## config.mk

```make
export PLATFORM = sky130hd
export DESIGN_NAME = selection_credit
export DESIGN_NICKNAME = d
export VERILOG_FILES = /design/src/rtl/selection_credit.sv
export SDC_FILE = /design/constraint.sdc
export NUM_CORES = 1
export LEC_CHECK = 0
export ABC_AREA = 1
export CORE_ASPECT_RATIO = 1.75
export CORE_MARGIN = 2
export CORE_UTILIZATION = 55
export DETAILED_ROUTE_END_ITERATION = 10
export PLACE_DENSITY = 0.78
export SKIP_LAST_GASP = 1
export SLEW_MARGIN = 5
export SYNTH_ARGS = -nofsm -noshare
export SYNTH_HDL_FRONTEND = slang
export SYNTH_SLANG_ARGS = --single-unit
```

## constraint.sdc

```tcl
create_clock -name clk -period 4.01 [get_ports clk]
set_input_delay 0.401 -clock clk [delete_from_list [all_inputs] [get_ports clk]]
set_output_delay 0.401 -clock clk [all_outputs]
set_load 0.1 [all_outputs]
```

## src/rtl/selection_credit.sv

```systemverilog
// Credit-aware output selection between the odd-even routing stage and the switch allocator.
// Each input port runs its own IDLE/REQUEST/ACTIVE FSM and holds its chosen output until the tail flit leaves.
module selection_credit #(
    parameter int N        = 5,
    parameter int M        = 3,
    parameter int CREDIT_W = 3
) (
    input  logic                          clk,
    input  logic                          reset,
    input  logic [0:N-1]                  i_select_neighbor,
    input  logic [0:N-1][0:M-1][1:0]      i_avail_directions,
    input  logic [0:N-1][CREDIT_W-1:0]    i_credits,
    input  logic [0:N-1]                  i_sa_grant,
    input  logic [0:N-1]                  i_tail_sent,
    output logic [0:N-1][0:N-1]           o_sa_request,
    output logic [0:N-1][2:0]             o_out_port,
    output logic [0:N-1]                  o_busy,
    output logic [0:N-1]                  o_route_error
);

    localparam int SLOTS = M - 1;

    typedef enum logic [1:0] {IDLE, REQUEST, ACTIVE} state_t;
    typedef logic [0:SLOTS-1][1:0] cand_t;

    state_t                   state_q [N];
    cand_t                    cand_q  [N];
    logic [1:0]               cnt_q   [N];
    logic [0:N-1][0:N-1]      req_q;
    logic [0:N-1][2:0]        outPort_q;
    logic [0:N-1]             busy_q;
    logic [0:N-1]             err_q;

    cand_t                    newCand_d [N];
    logic [2:0]               newPort_d [N];
    logic [2:0]               rePort_d  [N];
    logic                     listOk    [N];
    logic                     reselect  [N];

    // Direction code d drives output port d+1; strict '>' keeps ties on the lowest slot.
    function automatic logic [2:0] pickPort(input cand_t cand, input logic [1:0] cnt,
                                            input logic [0:N-1][CREDIT_W-1:0] cred);
        logic [2:0] best;
        logic [2:0] p;
        best = {1'b0, cand[0]} + 3'd1;
        for (int s = 1; s < SLOTS; s++) begin
            p = {1'b0, cand[s]} + 3'd1;
            if (s < int'(cnt) && cred[p] > cred[best]) begin
                best = p;
            end
        end
        return best;
    endfunction

    function automatic logic anyLive(input cand_t cand, input logic [1:0] cnt,
                                     input logic [0:N-1][CREDIT_W-1:0] cred);
        logic       live;
        logic [2:0] p;
        live = 1'b0;
        for (int s = 0; s < SLOTS; s++) begin
            p = {1'b0, cand[s]} + 3'd1;
            if (s < int'(cnt) && cred[p] != '0) begin
                live = 1'b1;
            end
        end
        return live;
    endfunction

    function automatic logic [0:N-1] oneHot(input logic [2:0] port);
        logic [0:N-1] v;
        v       = '0;
        v[port] = 1'b1;
        return v;
    endfunction

    always_comb begin
        for (int i = 0; i < N; i++) begin
            newCand_d[i] = '0;
            for (int s = 0; s < SLOTS; s++) begin
                if (s < int'(i_avail_directions[i][M-1])) begin
                    newCand_d[i][s] = i_avail_directions[i][s];
                end
            end
            listOk[i]    = (i_avail_directions[i][M-1] != 2'd0) &&
                           (int'(i_avail_directions[i][M-1]) <= SLOTS);
            newPort_d[i] = pickPort(newCand_d[i], i_avail_directions[i][M-1], i_credits);
            rePort_d[i]  = pickPort(cand_q[i], cnt_q[i], i_credits);
            // A stalled pending port only moves if some captured alternative actually has room.
            reselect[i]  = (i_credits[outPort_q[i]] == '0) &&
                           anyLive(cand_q[i], cnt_q[i], i_credits);
        end
    end

    always_ff @(posedge clk) begin
        if (reset) begin
            for (int i = 0; i < N; i++) begin
                state_q[i]   <= IDLE;
                cand_q[i]    <= '0;
                cnt_q[i]     <= '0;
                req_q[i]     <= '0;
                outPort_q[i] <= '0;
                busy_q[i]    <= 1'b0;
                err_q[i]     <= 1'b0;
            end
        end else begin
            for (int i = 0; i < N; i++) begin
                err_q[i] <= 1'b0;
                case (state_q[i])
                    IDLE: begin
                        if (i_select_neighbor[i]) begin
                            if (listOk[i]) begin
                                cand_q[i]    <= newCand_d[i];
                                cnt_q[i]     <= i_avail_directions[i][M-1];
                                outPort_q[i] <= newPort_d[i];
                                req_q[i]     <= oneHot(newPort_d[i]);
                                busy_q[i]    <= 1'b1;
                                state_q[i]   <= REQUEST;
                            end else begin
                                err_q[i] <= 1'b1;
                            end
                        end
                    end
                    REQUEST: begin
                        if (i_sa_grant[i]) begin
                            req_q[i] <= '0;
                            if (i_tail_sent[i]) begin
                                outPort_q[i] <= '0;
                                busy_q[i]    <= 1'b0;
                                state_q[i]   <= IDLE;
                            end else begin
                                state_q[i] <= ACTIVE;
                            end
                        end else if (reselect[i]) begin
                            outPort_q[i] <= rePort_d[i];
                            req_q[i]     <= oneHot(rePort_d[i]);
                        end
                    end
                    ACTIVE: begin
                        if (i_tail_sent[i]) begin
                            outPort_q[i] <= '0;
                            busy_q[i]    <= 1'b0;
                            state_q[i]   <= IDLE;
                        end
                    end
                    default: begin
                        req_q[i]     <= '0;
                        outPort_q[i] <= '0;
                        busy_q[i]    <= 1'b0;
                        state_q[i]   <= IDLE;
                    end
                endcase
            end
        end
    end

    assign o_sa_request  = req_q;
    assign o_out_port    = outPort_q;
    assign o_busy        = busy_q;
    assign o_route_error = err_q;

endmodule

```

==> results.cfg, run 1 <==
[floorplanning]
die_y_um = 180
dieArea_um2 = 18800
die_x_um = 104
pin_count = 112
initial_utilization = 0.559
placementRows = 64
coreArea_um2 = 17400

[clocking]
post_cts_setup_buffer_count = 0
cts_inserted_buffers = 9
clock-sinks = 90
cts-root-to-sink-buffers = 2
clkSlewWorstSetupHoldPaths_ns = 0.07
htreeDepth = 3
cts_tree = built
clock_latency_at_the_later_pin_of_the_worst_skew_pair_ns = 0.36
clock_root_buffer = sky130_fd_sc_hd__clkbuf_16
postCtsHoldBufs = 0

[timing]
clock.fmax_ghz = 0.280
final_hold_viol_count = 0
report.final.slew_viol_count = 0
timing_worst_slew_pin_value_ns = 1.12
max_slew_margin_vs_limit = 0.246
finalSetupTns_ns = 0
final.period_utilization = 0.891
unrepaired_setup_endpoints_after_global_routing = false
clock-skew-final_ns = 0.00906
period_needed_ns = 3.57
finalSetupViolations = 0
hold_ws_ns = 0.445

[placed_design]
port_buffers = 111
place.detailed.hpwl_mm = 23.8
place_congestion = 0.972

[power_and_ir_drop]
sw_frac_of_total = 0.557
p_per_area_nw_per_um2 = 603
leakage_uw = 0.00567
net-switching-power_uw = 3800
combPwrFrac = 0.651
clock_power_share = 0.134
power.internal_uw = 3030
power.share.sequential = 0.215
power.total_uw = 6830
ir_drop_mv = 0.859

[setup_path]
worstPathRequired_ns = 4.31
worstSetupStartpointType = primary input
worst_ep_arrival_time_ns = 3.87
critPathMaxFanout = 8
kind_of_critical_path = in -> reg
timing.critical_path.to_type = flip-flop

[finish]
most_common_cell_after_layout_fill_and_taps_aside = sky130_fd_sc_hd__nand2_1
commonest_non_fill_non_tap_cells_in_the_layout = sky130_fd_sc_hd__nand2_1 (465), sky130_fd_sc_hd__inv_1 (226), sky130_fd_sc_hd__nand3_1 (183)
n_antenna_cell = 0
fill_cells = 1679
fin_nets = 1854
layout-drive-gt1-share = 0.0574
area_growth_pct = 16.5
final_cell_utilization_of_the_core = 0.651

[global_route]
global_route.usage.total = 0.333
grt_pass1_vias = 10500
grt_start_max_net_pins = 26
grt_first_pass_wirelength_mm = 50.9
overflow = 0
antenna_found_initial = 0

[synth]
synth.ff_latch_count = 90
synth.cell_area_um2 = 9710
portion_of_synthesized_cell_area_occupied_by_the_leading_cell_type = 0.180
async_flop_share = 0
synth.avg_cell_area_um2 = 5.98
synthFlopType = sky130_fd_sc_hd__dfxtp_1
synth.largest_area_cell = sky130_fd_sc_hd__nand2_1
synth_top_cells_by_area = sky130_fd_sc_hd__nand2_1 (18%), sky130_fd_sc_hd__edfxtp_1 (12%), sky130_fd_sc_hd__dfxtp_1 (11%), sky130_fd_sc_hd__nand3_1 (9.4%), sky130_fd_sc_hd__ha_1 (9.3%)
synth.lib_cells_used.distinct = 47
seq_area_frac_synth = 0.226
post_synth_inst_count = 1623
yosys_warns = 0
synth_edf_count = 39
synth.net_count = 1757

[routing]
drcViolationCount = 0
drt_wl_total_mm = 31.4
via_per_inst = 5.70
routed_length_per_placed_instance_um = 16.1
antenna_violating_nets_post_route = 0
drt_pre_antenna_iters = 5
drt_first_iter_violations = 882
num_vias = 11100

[hold_path]
hp-class = reg -> reg

[outcome]
status = completed

[job]
drv.max_cap_violation_count = 0
synthesized netlist by cell type (4+ instances only):
library cell / count
sky130_fd_sc_hd__buf_6: 8
sky130_fd_sc_hd__buf_4: 9
sky130_fd_sc_hd__inv_1: 226
sky130_fd_sc_hd__a21oi_1: 90
sky130_fd_sc_hd__inv_2: 12
sky130_fd_sc_hd__nor3_1: 25
sky130_fd_sc_hd__o21ai_1: 15
sky130_fd_sc_hd__a211oi_1: 4
sky130_fd_sc_hd__dfxtp_1: 51
sky130_fd_sc_hd__o21ai_0: 91
sky130_fd_sc_hd__a21oi_2: 6
sky130_fd_sc_hd__nor3_2: 8
sky130_fd_sc_hd__nand3_1: 183
sky130_fd_sc_hd__buf_2: 25
sky130_fd_sc_hd__nand2_2: 6
sky130_fd_sc_hd__nand2_1: 465
sky130_fd_sc_hd__nor2_1: 172
sky130_fd_sc_hd__clkbuf_1: 16
sky130_fd_sc_hd__nand4_1: 6
sky130_fd_sc_hd__o22ai_1: 12
sky130_fd_sc_hd__or2_2: 7
sky130_fd_sc_hd__o21a_1: 7
sky130_fd_sc_hd__edfxtp_1: 39
sky130_fd_sc_hd__a22oi_1: 15
sky130_fd_sc_hd__o211ai_1: 19
sky130_fd_sc_hd__ha_1: 72
worst paths after layout:
path | start | endpoint | slack, ns | cells past startpoint
worst min-delay path | o_busy[1] | o_busy[1] | 0.45 | 2
worst min register to register | o_busy[1] | o_busy[1] | 0.45 | 2
worst max register to register | cand_q[0][2] | o_sa_request[23] | 0.69 | 18
worst max-delay path | i_avail_directions[0] | o_sa_request[4] | 0.44 | 20
logic make-up after synthesis:
logic type | count (synthesis) | synth area share
flops | 90 | 0.226
simple gates | 883 | 0.384
compound gates | 277 | 0.165
fa+ha+maj | 72 | 0.0927
buf+inv | 301 | 0.132
layout make-up:
type	instances	area, µm²	share of cell area
Inverter	240	901	0.0796
Sequential cell	90	2190	0.194
Tap cell	231	289	0.0255
Timing Repair Buffer	147	1380	0.122
Clock inverter	5	61.3	0.00542
Clock buffer	11	253	0.0223
Multi-Input combinational cell	1232	6240	0.551
sequential cells by signal, summed over array words and instances, names as in the netlist:
signal,count
state_q,10
o_busy,5
o_route_error,5
o_sa_request,25
cand_q,20
o_out_port,15
cnt_q,10
routing by layer:
metal | part of all wire | vias up | GRT usage
met3 | 0.081 | 123 | 0.0402
met2 | 0.48 | 516 | 0.575
met5 | 0 | - | 0
li1 | - | 5478 | -
met4 | 0.056 | 0 | 0.198
met1 | 0.38 | 5024 | 0.391
through the flow:
stage                     cell area (µm²)  std cells  setup WS, ns
after floorplan                      9710       1623         0.695
after global placement              11000       1940         0.187
after detailed placement            11000       1940         0.145
after CTS                           11300       1956         0.499
after global routing                11300       1956       0.00239
final                               11300       1956         0.437
power groups by stage:
stage               Combinational (µW)  Sequential, µW  Clock, µW
floorplan                         2210            2710          0
global placement                  4350            1470          0
global route                      4850            1500        961
finish                            4450            1470        913
detailed placement                4390            1480          0
CTS                               4420            1470        925
worst max-delay path: stages:
cell	delay [ns]
sky130_fd_sc_hd__clkdlybuf4s50_1	0.56
sky130_fd_sc_hd__inv_1	0.08
sky130_fd_sc_hd__ha_1	0.21
sky130_fd_sc_hd__inv_1	0.05
sky130_fd_sc_hd__nand2_1	0.06
sky130_fd_sc_hd__inv_1	0.11
sky130_fd_sc_hd__ha_1	0.33
sky130_fd_sc_hd__nor3_1	0.33
sky130_fd_sc_hd__a32oi_1	0.12
sky130_fd_sc_hd__ha_1	0.34
sky130_fd_sc_hd__nand2_1	0.06
sky130_fd_sc_hd__o21ai_0	0.20
sky130_fd_sc_hd__nand2_1	0.19
sky130_fd_sc_hd__o21ai_0	0.29
sky130_fd_sc_hd__nand2_1	0.13
sky130_fd_sc_hd__nor2_1	0.14
sky130_fd_sc_hd__nor2_1	0.07
sky130_fd_sc_hd__nand3_1	0.08
sky130_fd_sc_hd__nand2_1	0.06
sky130_fd_sc_hd__nor2_1	0.08
repair_timing:
action                                  in CTS  in global routing
endpoints found under the setup margin       0                  2
gates resized for setup                      0                  3
hold endpoints to repair                     0                  0
Power figures use the tool's default switching activity.
==> run 2, diff against run 1 <==
--- a/config.mk
+++ b/config.mk
@@ -8,9 +8,8 @@
 export ABC_AREA = 1
 export CORE_ASPECT_RATIO = 1.75
 export CORE_MARGIN = 2
-export CORE_UTILIZATION = 55
+export CORE_UTILIZATION = 35
 export DETAILED_ROUTE_END_ITERATION = 10
-export PLACE_DENSITY = 0.78
 export SKIP_LAST_GASP = 1
 export SLEW_MARGIN = 5
 export SYNTH_ARGS = -nofsm -noshare
==> constraint.sdc (replaced) <==
create_clock -name clk -period 3.5 [get_ports clk]
set_input_delay 0.35 -clock clk [delete_from_list [all_inputs] [get_ports clk]]
set_output_delay 0.35 -clock clk [all_outputs]
set_load 0.1 [all_outputs]
==> run 2 against run 1 <==
  * Cell count up 9.9%
  * Combinational power up 19%
  * Register-to-register slack worse by 0.44 ns
  * Global-route usage down 9.4 points
  * Non-clock buffer count up 56
  * Clock power up 13%
  * Critical path type is now reg -> reg
==> results.cfg, run 2 (synthesis gave the netlist of run 1 again) <==
[timing]
final.period_utilization = 0.927
report.final.slew_viol_count = 0
finalSetupViolations = 0
finalSetupTns_ns = 0
timing_worst_slew_pin_value_ns = 0.985
clock.fmax_ghz = 0.308
max_slew_margin_vs_limit = 0.342
clock-skew-final_ns = 0.00431
final_hold_viol_count = 0
period_needed_ns = 3.25
unrepaired_setup_endpoints_after_global_routing = true
finalWorstSetupSlack_ns = 0.254

[setup_path]
critPathMaxFanout = 8
kind_of_critical_path = reg -> reg
worstPathRequired_ns = 3.80
worst_ep_arrival_time_ns = 3.55
timing.critical_path.to_type = flip-flop
worstSetupStartpointType = flip-flop
setup.worst_path.start = cand_q[0][18]
start_of_the_worst_register_to_register_path = cand_q[0][18]

[finish]
n_antenna_cell = 0
fin_nets = 1910
largest_reg_flops = 25
seq_area_um2 = 2190
multiInputGateArea_um2 = 6320
fill_cells = 2880
area_growth_pct = 23.6
most_common_cell_after_layout_fill_and_taps_aside = sky130_fd_sc_hd__nand2_1
layout-drive-gt1-share = 0.0988
commonest_non_fill_non_tap_cells_in_the_layout = sky130_fd_sc_hd__nand2_1 (460), sky130_fd_sc_hd__inv_1 (222), sky130_fd_sc_hd__nand3_1 (183)

[routing]
drt_pre_antenna_iters = 6
drt_first_iter_violations = 636
antenna_violating_nets_post_route = 0
via_per_inst = 5.25
routed_length_per_placed_instance_um = 16.1
drcViolationCount = 0
num_vias = 11300
drt_wl_total_mm = 34.7

[global_route]
grt_start_max_net_pins = 30
grt_first_pass_wirelength_mm = 54.6
antenna_found_initial = 0
grt_pass1_vias = 10900
overflow = 0
global_route.usage.total = 0.239

[placed_design]
port_buffers = 111
preCtsSetupSlack_ns = -0.248
place.detailed.hpwl_mm = 27.0
place_congestion = 0.930

[outcome]
status = completed

[clocking]
clock-sinks = 90
clkSlewWorstSetupHoldPaths_ns = 0.07
cts-root-to-sink-buffers = 2
cts_tree = built
htreeDepth = 3
clock_root_buffer = sky130_fd_sc_hd__clkbuf_16
cts_inserted_buffers = 9
clock_latency_at_the_later_pin_of_the_worst_skew_pair_ns = 0.36

[floorplanning]
dieArea_um2 = 29200
pin_count = 112
coreArea_um2 = 27300
die_y_um = 224
placementRows = 80
die_x_um = 130
initial_utilization = 0.355

[hold_path]
launch_instance_of_the_worst_min_delay_path = o_busy[1]
hp-class = reg -> reg

[power_and_ir_drop]
leakage_uw = 0.00595
p_per_area_nw_per_um2 = 666
ir_drop_mv = 0.601

[job]
drv.max_cap_violation_count = 0
## run 2: changes by cell type in the layout (fill, tap and decap cells not counted), moves of 3 or more
cell / change
sky130_fd_sc_hd__buf_4: +54
sky130_fd_sc_hd__nor2_1: -6
sky130_fd_sc_hd__nor2_2: +6
sky130_fd_sc_hd__o21ai_0: -6
sky130_fd_sc_hd__inv_2: +5
sky130_fd_sc_hd__nand2_1: -5
sky130_fd_sc_hd__o21ai_1: +5
sky130_fd_sc_hd__ha_1: -4
sky130_fd_sc_hd__inv_1: -4
sky130_fd_sc_hd__nand2_2: +4
sky130_fd_sc_hd__clkbuf_1: +3
## run 2: worst max-delay path, stage by stage (launching register included)
cell and delay, ns:
sky130_fd_sc_hd__edfxtp_1 0.52, sky130_fd_sc_hd__ha_1 0.50, sky130_fd_sc_hd__inv_1 0.15, sky130_fd_sc_hd__nand3_1 0.11
sky130_fd_sc_hd__nand3_1 0.08, sky130_fd_sc_hd__nand2_1 0.08, sky130_fd_sc_hd__inv_1 0.05, sky130_fd_sc_hd__ha_1 0.30
sky130_fd_sc_hd__nand3_1 0.09, sky130_fd_sc_hd__nand2_1 0.05, sky130_fd_sc_hd__inv_1 0.05, sky130_fd_sc_hd__nand2_1 0.14
sky130_fd_sc_hd__nand2_1 0.12, sky130_fd_sc_hd__o21ai_0 0.10, sky130_fd_sc_hd__buf_4 0.17, sky130_fd_sc_hd__or2_2 0.29
sky130_fd_sc_hd__nor2_1 0.11, sky130_fd_sc_hd__nor2_1 0.06, sky130_fd_sc_hd__nand3_1 0.07, sky130_fd_sc_hd__nand2_1 0.05
sky130_fd_sc_hd__nor2_1 0.09
## run 2: power by group
part	switching, µW	internal, µW	leakage (µW)
combinational	3710	1570	0.00498
clock	457	574	0.000148
sequential	272	1420	0.000825
total	4440	3560	0.00595
## run 2: path summary, 6_finish.rpt
kind | end | slack, ns | cells after the start
min | o_busy[1] | 0.45 | 2
max | o_sa_request[0] | 0.25 | 20
min reg2reg | o_busy[1] | 0.45 | 2
max reg2reg | o_sa_request[0] | 0.25 | 20
## run 2: area by class of cell
class                      count  share of cell area
clock buffer                  14              0.0239
inverter                     240              0.0750
multi-input combinational   1232               0.526
tap                          369              0.0385
clock inverter                 2             0.00146
timing repair buffer         203               0.152
sequential                    90               0.183
## run 2: per-layer routing
| metal | global-route usage | vias up | share of wire |
|---|---|---|---|
| met5 | 0 | - | 0 |
| met4 | 0.129 | 0 | 0.055 |
| met3 | 0.0352 | 122 | 0.057 |
| met2 | 0.423 | 380 | 0.50 |
| met1 | 0.270 | 5200 | 0.39 |
| li1 | - | 5595 | - |
## run 2: metrics by stage
step	hold slack [ns]	cell area, µm²	utilization	instances	power [µW]
after floorplan	0.477	9710	-	1623	5630
after global placement	0.444	11600	0.425	2133	6860
after detailed placement	0.444	11600	0.425	2133	6910
after CTS	0.454	11900	0.436	2149	7970
after global routing	0.467	12000	0.439	2150	8560
final	0.448	12000	0.439	2150	7990
## run 2: what timing repair did
action | in CTS | in global routing
setup buffers | 0 | 1
gates resized for setup | 0 | 35
hold buffers | 0 | 0
endpoints found under the setup margin | 0 | 35
==> run 3, diff against run 2 <==
--- a/config.mk
+++ b/config.mk
@@ -5,7 +5,6 @@
 export SDC_FILE = /design/constraint.sdc
 export NUM_CORES = 1
 export LEC_CHECK = 0
-export ABC_AREA = 1
 export CORE_ASPECT_RATIO = 1.75
 export CORE_MARGIN = 2
 export CORE_UTILIZATION = 35
==> run 3 against run 2 <==
  * Wire length is 16% higher
  * First-iteration DRC count is 28% higher
  * Critical endpoint is now o_out_port[14]
  * Sequential share of layout area is 2.0 points lower
  * Clock-buffer cell count is 4 lower
  * Sequential power is 3% lower
  * Clock skew is 0.0069 ns higher
  * Synthesized cell count is 21% lower
==> results.cfg, run 3 <==
[outcome]
status = completed

[routing]
drt_pre_antenna_iters = 5
antenna_violating_nets_post_route = 0
num_vias = 11200
drt_first_iter_violations = 814
routed.top_layer = met4
length_of_routed_met3_wiring_mm = 1.65
drcViolationCount = 0
met2RoutedLength_mm = 21.5
via_per_inst = 6.02
drt_wl_total_mm = 40.2
detailed_route_wire_length_on_metal_1_mm = 14.6
routed_length_per_placed_instance_um = 21.5

[placed_design]
port_buffers = 111
place.detailed.hpwl_mm = 30.0
preCtsSetupSlack_ns = -0.368
dpl_cell_area_um2 = 13000
place_congestion = 0.937

[timing]
final.period_utilization = 0.956
finalSetupViolations = 0
hold_ws_ns = 0.320
period_needed_ns = 3.35
finalWorstSetupSlack_ns = 0.153
finalSetupTns_ns = 0
timing_worst_slew_pin_value_ns = 0.985
max_slew_margin_vs_limit = 0.341
report.final.slew_viol_count = 0
final_hold_viol_count = 0
clock-skew-final_ns = 0.0112
clock.fmax_ghz = 0.299
unrepaired_setup_endpoints_after_global_routing = true

[global_route]
antenna_found_initial = 0
overflow = 0
grt_first_pass_wirelength_mm = 61.9
global_route.usage.total = 0.259
grt_pass1_vias = 11200
grt_start_max_net_pins = 28

[synth]
cell_with_the_most_instances_after_synthesis = sky130_fd_sc_hd__nor2_1
synth_edf_count = 39
synth.net_count = 1417
synth.avg_cell_area_um2 = 8.00
synth.ff_latch_count = 90
synth.largest_area_cell = sky130_fd_sc_hd__edfxtp_1
seq_area_frac_synth = 0.214
synth_top_cells_by_area = sky130_fd_sc_hd__edfxtp_1 (11%), sky130_fd_sc_hd__dfxtp_1 (9.9%), sky130_fd_sc_hd__ha_1 (8.8%), sky130_fd_sc_hd__mux2i_1 (7.2%), sky130_fd_sc_hd__nor2_1 (4.1%)
synthFlopType = sky130_fd_sc_hd__dfxtp_1
synth.cell_area_um2 = 10300
async_flop_share = 0
synth.lib_cells_used.distinct = 86
post_synth_inst_count = 1283
synth.cells.most_frequent = sky130_fd_sc_hd__nor2_1 (113), sky130_fd_sc_hd__nand2_1 (75), sky130_fd_sc_hd__mux2i_1 (74)
portion_of_synthesized_cell_area_occupied_by_the_leading_cell_type = 0.114
yosys_warns = 0

[power_and_ir_drop]
sw_frac_of_total = 0.525
power.share.sequential = 0.195
power.internal_uw = 3980
leakage_uw = 0.00538
p_per_area_nw_per_um2 = 620
clock_power_share = 0.121
net-switching-power_uw = 4390
ir_drop_mv = 0.279
combPwrFrac = 0.684

[finish]
fin_nets = 1615
fill_cells = 2945
layout-drive-gt1-share = 0.209
largest_reg_flops = 25
commonest_non_fill_non_tap_cells_in_the_layout = sky130_fd_sc_hd__buf_4 (158), sky130_fd_sc_hd__nor2_1 (111), sky130_fd_sc_hd__clkdlybuf4s50_1 (109)
multiInputGateArea_um2 = 7650
area_growth_pct = 31.6
seq_area_um2 = 2190
n_antenna_cell = 0
most_common_cell_after_layout_fill_and_taps_aside = sky130_fd_sc_hd__buf_4
post-route-cell-area_um2 = 13500

[clocking]
postCtsHoldBufs = 0
cts-root-to-sink-buffers = 2
clock_root_buffer = sky130_fd_sc_hd__clkbuf_16
clock_latency_at_the_later_pin_of_the_worst_skew_pair_ns = 0.39
htreeDepth = 3
clkSlewWorstSetupHoldPaths_ns = 0.08
clock-sinks = 90
cts_inserted_buffers = 9
cts_tree = built

[setup_path]
worstPathRequired_ns = 3.77
timing.critical_path.to_type = flip-flop
kind_of_critical_path = in -> reg
critPathMaxFanout = 5
worst_ep_arrival_time_ns = 3.62
worstSetupStartpointType = primary input

[floorplanning]
die_x_um = 133
placementRows = 83
pin_count = 112
die_y_um = 231
dieArea_um2 = 30800
initial_utilization = 0.353
coreArea_um2 = 29100

[job]
drv.max_cap_violation_count = 0

[hold_path]
hp-class = in -> reg
## run 3: worst max-delay path, stage by stage
cell	delay (ns)
sky130_fd_sc_hd__clkdlybuf4s50_1	0.46
sky130_fd_sc_hd__inv_1	0.06
sky130_fd_sc_hd__ha_2	0.19
sky130_fd_sc_hd__nand2b_4	0.15
sky130_fd_sc_hd__inv_4	0.08
sky130_fd_sc_hd__buf_12	0.11
sky130_fd_sc_hd__mux4_2	0.50
sky130_fd_sc_hd__a22oi_2	0.17
sky130_fd_sc_hd__ha_1	0.29
sky130_fd_sc_hd__nor2b_2	0.19
sky130_fd_sc_hd__nor3_4	0.27
sky130_fd_sc_hd__nor4b_1	0.09
sky130_fd_sc_hd__buf_4	0.15
sky130_fd_sc_hd__buf_4	0.12
sky130_fd_sc_hd__a21o_1	0.15
sky130_fd_sc_hd__o31ai_2	0.19
sky130_fd_sc_hd__mux2i_1	0.11
## run 3: final cells by class
cell class,count,share of cell area
clock inverters,6,0.00361
clock buffers,10,0.0170
repair buffers,285,0.194
well taps,382,0.0354
inverters,76,0.0217
flip-flops and latches,90,0.162
multi-input cells,1019,0.567
## run 3: timing repair
action | CTS | global route
endpoints found under the setup margin | 0 | 32
buffers inserted | 0 | 1
resized for setup | 0 | 52
## run 3: power by group through the flow
stage               Combinational, µW  Clock, µW  Sequential (µW)
global route                     6150       1060             1670
floorplan                        2840          0             2700
finish                           5730       1010             1640
global placement                 5520          0             1650
CTS                              5600       1020             1640
detailed placement               5570          0             1660
## run 3: logic make-up (layout without fill, tap and decap cells)
kind of cell    after synthesis  after routing  synth area share
compound gates              359            359             0.253
buf+inv                     174            377            0.0672
simple gates                460            460             0.234
mux                         124            124             0.141
xor+xnor                      4              4           0.00341
flops                        90             90             0.214
fa+ha+maj                    72             72            0.0878
## run 3: path summary, 6_finish.rpt
check,endpoint,start,slack (ns),cells after the start
setup / recovery,o_out_port[14],i_avail_directions[24],0.15,17
hold / removal,o_out_port[3],reset,0.32,2
setup reg to reg,o_sa_request[22],cand_q[0][0],0.18,11
hold reg to reg,o_sa_request[17],o_sa_request[17],0.46,2
## run 3: per-layer routing
metal,vias to the layer above,track usage
li1,5272,-
met1,5446,0.268
met2,379,0.486
met3,141,0.0296
met4,0,0.166
met5,-,0
## run 3: metrics by stage
stage                     total power, µW   util  instances
after global placement               7170  0.447       1851
after CTS                            8260  0.456       1867
after detailed placement             7230  0.447       1851
after floorplan                      5540      -       1283
final                                8370  0.465       1868
after global routing                 8870  0.465       1868
